$ cat src/rtl/boot_cmd_parser.sv
// Framed host command engine: loads IMEM words and dumps DMEM words over a byte link,
// with a per-frame XOR checksum and an inter-byte timeout.
//
// state   | meaning
// IDLE    | waiting for a command byte (0xA5 write, 0x5A read, 0x01 ping)
// HDR     | collecting ADDR_HI, ADDR_LO, CNT_HI, CNT_LO
// WDATA   | assembling little-endian words and writing them to IMEM
// CSUM    | waiting for the checksum byte
// REPLY   | holding ACK/NAK until the transmitter accepts it
// RD_ADDR | presenting the DMEM word address
// RD_WAIT | capturing DMEM read data
// RD_SEND | streaming the captured word LSB first
module boot_cmd_parser #(
  parameter int ADDR_WIDTH     = 10,
  parameter int DATA_WIDTH     = 32,
  parameter int TIMEOUT_CYCLES = 1_000_000
) (
  input  logic                  clk,
  input  logic                  rst_n,
  input  logic [7:0]            rx_data,
  input  logic                  rx_valid,
  output logic [7:0]            tx_data,
  output logic                  tx_valid,
  input  logic                  tx_ready,
  output logic                  imem_we,
  output logic [ADDR_WIDTH-1:0] imem_addr,
  output logic [DATA_WIDTH-1:0] imem_wdata,
  output logic [ADDR_WIDTH-1:0] dmem_addr,
  input  logic [DATA_WIDTH-1:0] dmem_rdata,
  output logic                  busy
);

  localparam logic [7:0] CMD_WR   = 8'hA5;
  localparam logic [7:0] CMD_RD   = 8'h5A;
  localparam logic [7:0] CMD_PING = 8'h01;
  localparam logic [7:0] BYTE_ACK = 8'h06;
  localparam logic [7:0] BYTE_NAK = 8'h15;
  localparam int         TW       = $clog2(TIMEOUT_CYCLES + 1);

  typedef enum logic [2:0] {
    IDLE, HDR, WDATA, CSUM, REPLY, RD_ADDR, RD_WAIT, RD_SEND
  } state_t;

  state_t                state, state_nxt;
  logic [7:0]            cmd;
  logic [7:0]            csum;
  logic [1:0]            idx;
  logic [7:0]            addr_hi;
  logic [7:0]            cnt_hi;
  logic [15:0]           words_left;
  logic [ADDR_WIDTH-1:0] addr;
  logic [DATA_WIDTH-1:0] asm_word;
  logic [DATA_WIDTH-1:0] rd_word;
  logic [TW-1:0]         timer;
  logic                  reply_ack;

  logic        rx_state;
  logic        timeout_hit;
  logic        tx_accept;
  logic        csum_ok;
  logic [15:0] hdr_cnt;
  logic [15:0] hdr_addr;

  assign rx_state    = (state == HDR) || (state == WDATA) || (state == CSUM);
  assign timeout_hit = rx_state && !rx_valid && (timer == '0);
  assign tx_accept   = tx_valid && tx_ready;
  assign csum_ok     = (rx_data == csum);
  assign hdr_cnt     = {cnt_hi, rx_data};
  assign hdr_addr    = {addr_hi, rx_data};
  assign busy        = (state != IDLE);
  assign dmem_addr   = addr;

  always_ff @(posedge clk or negedge rst_n) begin
    if (!rst_n) state <= IDLE;
    else        state <= state_nxt;
  end

  always_comb begin
    state_nxt = state;
    case (state)
      IDLE: begin
        if (rx_valid) begin
          if (rx_data == CMD_WR || rx_data == CMD_RD) state_nxt = HDR;
          else if (rx_data == CMD_PING)               state_nxt = CSUM;
        end
      end
      HDR: begin
        if (rx_valid) begin
          if (idx == 2'd3) begin
            if (cmd == CMD_WR && hdr_cnt != 16'd0) state_nxt = WDATA;
            else                                   state_nxt = CSUM;
          end
        end else if (timeout_hit) begin
          state_nxt = REPLY;
        end
      end
      WDATA: begin
        if (rx_valid) begin
          if (idx == 2'd3 && words_left == 16'd1) state_nxt = CSUM;
        end else if (timeout_hit) begin
          state_nxt = REPLY;
        end
      end
      CSUM: begin
        if (rx_valid || timeout_hit) state_nxt = REPLY;
      end
      REPLY: begin
        if (tx_accept) begin
          if (reply_ack && cmd == CMD_RD && words_left != 16'd0) state_nxt = RD_ADDR;
          else                                                   state_nxt = IDLE;
        end
      end
      RD_ADDR: state_nxt = RD_WAIT;
      RD_WAIT: state_nxt = RD_SEND;
      RD_SEND: begin
        if (tx_accept && idx == 2'd3) begin
          if (words_left == 16'd1) state_nxt = IDLE;
          else                     state_nxt = RD_ADDR;
        end
      end
      default: state_nxt = IDLE;
    endcase
  end

  // Inter-byte timer: reloaded on every byte, counts down only while a frame is open.
  always_ff @(posedge clk or negedge rst_n) begin
    if (!rst_n) begin
      timer <= '0;
    end else if (rx_valid && (rx_state || state == IDLE)) begin
      timer <= TW'(TIMEOUT_CYCLES - 1);
    end else if (rx_state && timer != '0) begin
      timer <= timer - TW'(1);
    end
  end

  always_ff @(posedge clk or negedge rst_n) begin
    if (!rst_n) begin
      cmd        <= '0;
      csum       <= '0;
      idx        <= '0;
      addr_hi    <= '0;
      cnt_hi     <= '0;
      words_left <= '0;
      addr       <= '0;
      asm_word   <= '0;
      rd_word    <= '0;
      reply_ack  <= 1'b0;
      tx_data    <= '0;
      tx_valid   <= 1'b0;
      imem_we    <= 1'b0;
      imem_addr  <= '0;
      imem_wdata <= '0;
    end else begin
      imem_we <= 1'b0;
      case (state)
        IDLE: begin
          if (rx_valid) begin
            cmd  <= rx_data;
            csum <= rx_data;
            idx  <= 2'd0;
          end
        end
        HDR: begin
          if (rx_valid) begin
            csum <= csum ^ rx_data;
            idx  <= idx + 2'd1;
            case (idx)
              2'd0:    addr_hi    <= rx_data;
              2'd1:    addr       <= hdr_addr[ADDR_WIDTH-1:0];
              2'd2:    cnt_hi     <= rx_data;
              default: words_left <= hdr_cnt;
            endcase
          end
        end
        WDATA: begin
          if (rx_valid) begin
            csum     <= csum ^ rx_data;
            idx      <= idx + 2'd1;
            asm_word <= {rx_data, asm_word[DATA_WIDTH-1:8]};
            if (idx == 2'd3) begin
              imem_we    <= 1'b1;
              imem_addr  <= addr;
              imem_wdata <= {rx_data, asm_word[DATA_WIDTH-1:8]};
              addr       <= addr + ADDR_WIDTH'(1);
              words_left <= words_left - 16'd1;
            end
          end
        end
        CSUM: begin
          if (rx_valid) begin
            tx_valid  <= 1'b1;
            tx_data   <= csum_ok ? BYTE_ACK : BYTE_NAK;
            reply_ack <= csum_ok;
          end
        end
        REPLY: begin
          if (tx_accept) tx_valid <= 1'b0;
        end
        RD_WAIT: begin
          rd_word  <= dmem_rdata;
          tx_data  <= dmem_rdata[7:0];
          tx_valid <= 1'b1;
          idx      <= 2'd0;
        end
        RD_SEND: begin
          if (tx_accept) begin
            if (idx == 2'd3) begin
              tx_valid   <= 1'b0;
              addr       <= addr + ADDR_WIDTH'(1);
              words_left <= words_left - 16'd1;
            end else begin
              idx     <= idx + 2'd1;
              rd_word <= rd_word >> 8;
              tx_data <= rd_word[15:8];
            end
          end
        end
        default: ;
      endcase
      if (timeout_hit) begin
        tx_valid  <= 1'b1;
        tx_data   <= BYTE_NAK;
        reply_ack <= 1'b0;
      end
    end
  end

endmodule

$ cat config.mk
export PLATFORM = sky130hd
export DESIGN_NAME = boot_cmd_parser
export DESIGN_NICKNAME = d
export VERILOG_FILES = /design/src/rtl/boot_cmd_parser.sv
export SDC_FILE = /design/constraint.sdc
export NUM_CORES = 1
export LEC_CHECK = 0
export ABC_AREA = 1
export BUFFER_PORTS_ARGS = -buffer_cell sky130_fd_sc_hd__clkbuf_2
export CAP_MARGIN = 20
export CORE_MARGIN = 2
export CORE_UTILIZATION = 45
export CTS_CLUSTER_DIAMETER = 60
export DETAILED_ROUTE_END_ITERATION = 12
export GPL_TIMING_DRIVEN = 0
export SLEW_MARGIN = 20
export SYNTH_ARGS = -nofsm -noshare
export SYNTH_HDL_FRONTEND = slang
export SYNTH_SLANG_ARGS = --single-unit
$ cat constraint.sdc
create_clock -name clk -period 1.8 [get_ports clk]
set_input_delay 0.27 -clock clk [delete_from_list [all_inputs] [get_ports clk]]
set_output_delay 0.27 -clock clk [all_outputs]
set_load 0.01 [all_outputs]
==> results of run 1 <==
==> critical path: stages, from the launching register on <==
cell	delay, ns
dfrtp_2	0.47
inv_1	0.07
nor2_2	0.13
nand2_1	0.12
nand2_4	0.12
clkinvlp_4	0.15
clkbuf_2	0.24
o21ai_0	0.20
nand2_1	0.08
o21ai_0	0.09
==> timing repair <==
item	CTS	global route
pin swaps	4	15
setup buffers	5	14
resized for setup	37	109
cloned	0	1
endpoints found under the hold margin	32	0
endpoints found under the setup margin	122	129
hold buffers	1	0
==> path summary, 6_finish.rpt <==
check / from / endpoint / slack (ns) / depth (start not counted)
setup / recovery: state[1]$_DFFE_PN0P_ / words_left[1]$_DFFE_PN0P_ / 0.02 / 9
hold / removal: dmem_rdata[29] / rd_word[29]$_DFFE_PN0P_ / 0.03 / 3
setup reg to reg: state[1]$_DFFE_PN0P_ / words_left[1]$_DFFE_PN0P_ / 0.02 / 9
hold reg to reg: imem_addr[4]$_DFFE_PN0P_ / imem_addr[4]$_DFFE_PN0P_ / 0.48 / 2
max in group asynchronous: rst_n / words_left[14]$_DFFE_PN0P_ / 0.47 / 4
min in group asynchronous: rst_n / imem_wdata[6]$_DFFE_PN0P_ / 0.28 / 2
==> final cells by class <==
class / count / area share, %
plain buffers: 41 / 2.329
clock buffers: 17 / 3.919
clock inverters: 15 / 1.729
inverters: 121 / 4.357
multi-input cells: 785 / 36.62
flip-flops and latches: 178 / 41.07
well taps: 265 / 3.055
repair buffers: 124 / 6.916
==> cell usage in the layout, fill, tap and decap left out, types with 4 or more instances in the layout <==
master | synthesis | final
nand2_1 | 316 | 309
dfrtp_1 | 178 | 175
o21ai_0 | 150 | 123
clkbuf_2 | 0 | 106
inv_1 | 111 | 104
nor2_1 | 121 | 100
o21ai_1 | 17 | 42
nand3_1 | 46 | 42
buf_4 | 3 | 25
xor2_1 | 20 | 20
clkbuf_16 | 0 | 18
nor2_2 | 2 | 15
o211ai_1 | 15 | 15
a21oi_1 | 14 | 14
nor2_4 | 5 | 13
inv_2 | 9 | 12
nand4_1 | 11 | 11
clkbuf_1 | 23 | 10
buf_2 | 12 | 10
a31oi_1 | 10 | 10
xnor2_1 | 10 | 10
nand2_2 | 4 | 9
ha_1 | 10 | 9
nor3_1 | 10 | 8
clkinv_8 | 0 | 7
buf_6 | 1 | 5
nand3b_1 | 5 | 5
nand2_4 | 3 | 4
inv_8 | 0 | 4
nor3_4 | 2 | 4
or2_2 | 4 | 4
==> per-layer routing <==
metal | vias up | global-route usage [%] | share of wire [%]
met2 | 195 | 34.95 | 45
met1 | 3706 | 32.79 | 49
met4 | 0 | 5.110 | 0.94
met3 | 20 | 4.305 | 4.8
met5 | - | 0 | 0
li1 | 3896 | - | -
==> synthesized netlist by cell type, types with 4 or more instances <==
cell type	n	area, sq um
a21oi_1	14	70.07
a31oi_1	10	62.56
buf_2	12	60.06
clkbuf_1	23	86.33
dfrtp_1	178	4454
ha_1	10	125.1
inv_1	111	416.7
inv_2	9	33.78
nand2_1	316	1186
nand2_2	4	25.02
nand3_1	46	230.2
nand3b_1	5	37.54
nand4_1	11	68.82
nor2_1	121	454.2
nor2_4	5	56.30
nor3_1	10	50.05
o211ai_1	15	112.6
o21ai_0	150	750.7
o21ai_1	17	85.08
or2_2	4	25.02
xnor2_1	10	87.58
xor2_1	20	175.2
==> cell families (layout without fill, tap and decap cells) <==
group           Yosys count  in the layout  synth area share [%]
fa+ha+maj                10             10                 1.413
compound gates          211            211                 12.63
xor+xnor                 30             30                 2.966
buf+inv                 162            318                 7.261
simple gates            534            534                 25.44
flops                   178            178                 50.29
==> per-stage QoR <==
step	power [W]	setup TNS [ns]	hold WS (ns)	setup WS, ns
after floorplan	0.01169	0	-0.02559	0.1557
after global placement	0.01398	-542.42	0.4552	-2.973
after detailed placement	0.01415	-18.13	0.1834	-0.2946
after CTS	0.01824	0	0.02489	0.001519
after global routing	0.02036	-1.127	0.02610	-0.06767
final	0.01880	0	0.03415	0.02058
==> state kept, by name, indices dropped and copies added (netlist names), 10 cells and up <==
signal	count
imem_wdata	32
timer	20
asm_word	24
dmem_addr	10
imem_addr	10
rd_word	24
words_left	16
==> report_power, final <==
| group | switching, W | total [W] | internal (W) |
|---|---|---|---|
| Clock | 0.00189 | 0.00378 | 0.00189 |
| Combinational | 0.00496 | 0.00806 | 0.00310 |
| Sequential | 0.00119 | 0.00697 | 0.00578 |
| Total | 0.00804 | 0.0188 | 0.0108 |
==> metrics.md, run 1 <==
| Metric | Value |
|---|---|
| Final instance area | 10850 sq um |
| Fillers | between 1500 and 2000 |
| H-tree levels | 4 |
| Area of the multi-input gates | 3975 sq um |
| Num CTS Buffers | 17 |
| DIE WIDTH | 144.3 um |
| Synth warn | 0 |
| Total number of vias | ~8000 |
| Cell count after synthesis | 1125 |
| Tot GR Track Use | about 22% |
| Register area | 4458 sq um |
| Fin Clk Skew | 0.01382 ns |
| Max Cap Viol | 0 |
| Post-route minimum period | 1.779 ns |
| Final Hold Viols | 0 |
| Crit. End Element | flip-flop |
| Die area | 20820 sq um |
| DR vias/cell | 5.056 |
| Final setup vio count | 0 |
| Lkg Pwr | about 5.2 nW |
| Gpl congestion | 0.8542 |
| Final Util | 55.95% |
| Die Y | 144.3 um |
| Max VDD drop | 0.7672 mV |
| Cell count after placement | 1493 |
| Core Box Area | 19400 sq um |
| Routed wire length | around 23000 um |
| Synthesized area | 8857 sq um |
| Startpoint types | flip-flop |
| Slew margin rel. | 59.55% |
| Synth Register Bits | roughly 180 |
| First-pass GRT wire length | 36550 um |
| Port Buffers | 101 |
| DR iter-0 viols | 559 |
| Worst EP arrival | 2.13 ns |
| Clk root buf | clkbuf_16 |
| Synth Area per Inst | 7.873 sq um |
| Clk_lat worst skew | 0.44 ns |
| Pwr Density | 1732 nW/um^2 |
| Final routed DRC violation total | 0 |
| Fmax | 562.0 MHz |
| Synth Flop Type | dfrtp_1 |
| Number of global-route vias before repair | 7176 |
| CTS sink count | 178 |
| Detail Placement HPWL | 16140 um |
| DR pass1 iterations | 5 |
| Setup Crit Path Kind | reg -> reg |
| Filler-free cell count of the finished design | between 1500 and 2000 |
| Count of different cell masters after synthesis | 36 |
| Core Rows | 51 |
| Antenna Violating Nets Remaining | 0 |
| Antenna cell count | 0 |
| Layout area overhead | 22.55% |
| Initial Util | between 40 and 50% |
| CTS tree | done |
| Worst-Margin Slew | 0.6045 ns |
| Net count, final | 1322 |
| Clock buffer depth | 2 |
| Clock-pin slew on the worst setup and hold paths | 0.08 ns |
| Min-delay worst type | in -> reg |
| Status | finished clean |
| Post-Syn Nets | 1179 |
| Register area share after synthesis | 50.29% |
| Max-slew violation count | 0 |
| Critical path data required time | ~2.2 ns |
| Initial antenna violation count | 0 |
| Largest fanout on the critical path | 10 |
| RSZ-0062 raised after global routing | yes |
| Period utilization | a little over nine tenths |
| Layout cells sized above 1 | a little over 20% |
| WL/cell | between 10 and 15 um |
| Area after DPL | 9758 sq um |
| Post-synth EDFFs | 0 |
| Largest net degree at the start of global routing | 80 |
| # IOs | around 110 |
| Gr ovfl total | 0 |
| Asr flop ratio synth | 100.0% |
(Power assumes the default switching activity.)
==> run 2: changes to the inputs <==
--- a/config.mk
+++ b/config.mk
@@ -8,7 +8,7 @@
 export ABC_AREA = 1
 export BUFFER_PORTS_ARGS = -buffer_cell sky130_fd_sc_hd__clkbuf_2
 export CAP_MARGIN = 20
-export CORE_MARGIN = 2
+export CORE_MARGIN = 3
 export CORE_UTILIZATION = 45
 export CTS_CLUSTER_DIAMETER = 60
 export DETAILED_ROUTE_END_ITERATION = 12
==> run 2 against run 1 <==
Sequential power is essentially flat. Maximum frequency shrank 0.46%. Combinational power grew 4.0%. Via count rose by 0.51%. Critical path depth decreased by 2. Final cell count increased by 0.19%. Wire length grew 1.7%. Core utilization grew 1.5 points. Largest power group unchanged. Register-to-register slack hardly changed. Clock power is 2% lower.
==> metrics.md, run 2 (synthesized netlist as in run 1, its figures left out) <==
| Metric | Value |
|---|---|
| Initial antenna violation count | 0 |
| DR vias/cell | slightly above 5 |
| Tot GR Track Use | a little over a fifth |
| Fillers | 1831 |
| Final setup vio count | 0 |
| CTS sink count | roughly 180 |
| Crit. End Element | flip-flop |
| Status | finished clean |
| Total number of vias | between 7000 and 8000 |
| Worst-Margin Slew | 0.5789 ns |
| Lkg Pwr | 5.217 nW |
| Detail Placement HPWL | 16340 um |
| Biggest regs | imem_wdata (32), asm_word (24), rd_word (24) |
| Antenna Violating Nets Remaining | 0 |
| Num CTS Buffers | 17 |
| Core Rows | 50 |
| Startpoint types | flip-flop |
| Final Util | 57.41% |
| Largest net degree at the start of global routing | 82 |
| Layout cells sized above 1 | 20.95% |
| Most frequent CP cell | o21ai_0 |
| Final routed DRC violation total | 0 |
| Critical path data required time | 2.16 ns |
| Worst-path cell chain | nand2_4 -> buf_4 -> nor2_1 -> inv_1 -> o21ai_0 -> nand4_1 -> o21ai_0 |
| Final Hold Viols | 0 |
| Antenna cell count | 0 |
| Slew margin rel. | 61.27% |
| Setup TNS | 0 ns |
| Clk_lat worst skew | 0.45 ns |
| Clock-pin slew on the worst setup and hold paths | around 0.080 ns |
| Clock buffer depth | 2 |
| CTS tree | done |
| Period utilization | 99.31% |
| Max Cap Viol | 0 |
| Die area | 21400 sq um |
| Commonest non-fill, non-tap cell in the layout | nand2_1 |
| Pwr Density | 1746 nW/um^2 |
| Crit path largest cell delay | ~0.48 ns |
| Max-slew violation count | 0 |
| Fin Clk Skew | 0.01249 ns |
| Net count, final | 1330 |
| Biggest register | imem_wdata |
| RSZ-0062 raised after global routing | yes |
| Register area | 4458 sq um |
| Number of global-route vias before repair | 7340 |
| Min-delay worst type | in -> reg |
| Top cell family by delay on the critical path | flip-flops |
| Largest fanout on the critical path | 6 |
| Worst EP arrival | between 2 and 2.5 ns |
| Final Total Pwr | 0.01906 W |
| Area of the multi-input gates | 3991 sq um |
| # IOs | 107 |
| Core Box Area | 19020 sq um |
| Port Buffers | 101 |
| Gpl congestion | 0.8813 |
| Largest register FFs | 32 |
| WL/cell | 15.01 um |
| Clk root buf | clkbuf_16 |
| Most frequent cells in the layout | nand2_1, dfrtp_1, o21ai_0 |
| First-pass GRT wire length | ~38000 um |
| DR iter-0 viols | 598 |
| Fmax | 559.4 MHz |
| Post-route minimum period | 1.788 ns |
| Routed wire length | 23250 um |
| Initial Util | 46.57% |
| Gr ovfl total | 0 |
| Max VDD drop | a little under 0.9 mV |
| H-tree levels | 4 |
| DIE WIDTH | 146.3 um |
| Setup Crit Path Kind | reg -> reg |
| Critical path's slowest cell | dfrtp_2 |
| Die Y | 146.3 um |
| Crit path buffers/inverters | 2 |
| Layout area overhead | 23.28% |
| DR pass1 iterations | 5 |
[run 2: layout make-up]
cell class | instances | share of cell area (%)
Multi-Input combinational cell | 785 | 36.55
Timing Repair Buffer | 133 | 7.643
Clock inverter | 14 | 1.535
Inverter | 121 | 4.331
Buffer | 40 | 2.200
Tap cell | 260 | 2.979
Clock buffer | 18 | 3.930
Sequential cell | 178 | 40.83
[run 2: through the flow]
stage	setup slack, ns	hold WS [ns]	cells	cell area (sq um)
floorplan	0.1557	-0.02559	1125	8857
global placement	-3.017	0.4557	1486	9688
finish	0.01238	0.02254	1549	10920
detailed placement	-0.2605	0.2181	1488	9752
global route	-0.08134	0.03263	1549	10920
CTS	0.0007725	0.01873	1526	10500
[run 2: worst paths after layout]
check / from / to / slack, ns / cells after the start
setup / recovery: state[0]$_DFFE_PN0P_ / reply_ack$_DFFE_PN0P_ / 0.01 / 7
hold / removal: dmem_rdata[30] / rd_word[30]$_DFFE_PN0P_ / 0.02 / 3
setup reg to reg: state[0]$_DFFE_PN0P_ / reply_ack$_DFFE_PN0P_ / 0.01 / 7
hold reg to reg: imem_addr[1]$_DFFE_PN0P_ / imem_addr[1]$_DFFE_PN0P_ / 0.48 / 2
max in group asynchronous: rst_n / rd_word[8]$_DFFE_PN0P_ / 0.44 / 4
min in group asynchronous: rst_n / imem_wdata[7]$_DFFE_PN0P_ / 0.31 / 2
[run 2: what timing repair did]
| item | CTS | global route |
|---|---|---|
| cloned | 0 | 1 |
| pin swaps | 3 | 12 |
| gates resized for setup | 36 | 81 |
| setup endpoints to repair | 122 | 147 |
| setup buffers | 6 | 22 |
| hold endpoints to repair | 39 | 0 |
| hold buffers | 1 | 0 |
[run 2: worst reg2reg max path, cell delays in order (launching register included)]
cell	delay [ns]
dfrtp_2	0.48
nand2_4	0.12
buf_4	0.16
nor2_1	0.22
inv_1	0.16
o21ai_0	0.35
nand4_1	0.13
o21ai_0	0.09
[run 2: power breakdown]
part           internal (W)  total, W  leakage [nW]  switching [W]
Sequential          0.00578   0.00699          2.18        0.00121
Clock               0.00187   0.00370         0.282        0.00183
Combinational       0.00332   0.00838          2.75        0.00506
[run 2: per-layer routing]
metal / GRT usage (%) / up-vias / share of wire, %
met2: 33.32 / 182 / 45
li1: - / 3914 / -
met4: 5.456 / 0 / 1.4
met1: 32.05 / 3732 / 49
met3: 4.190 / 29 / 4.6
met5: 0 / - / 0
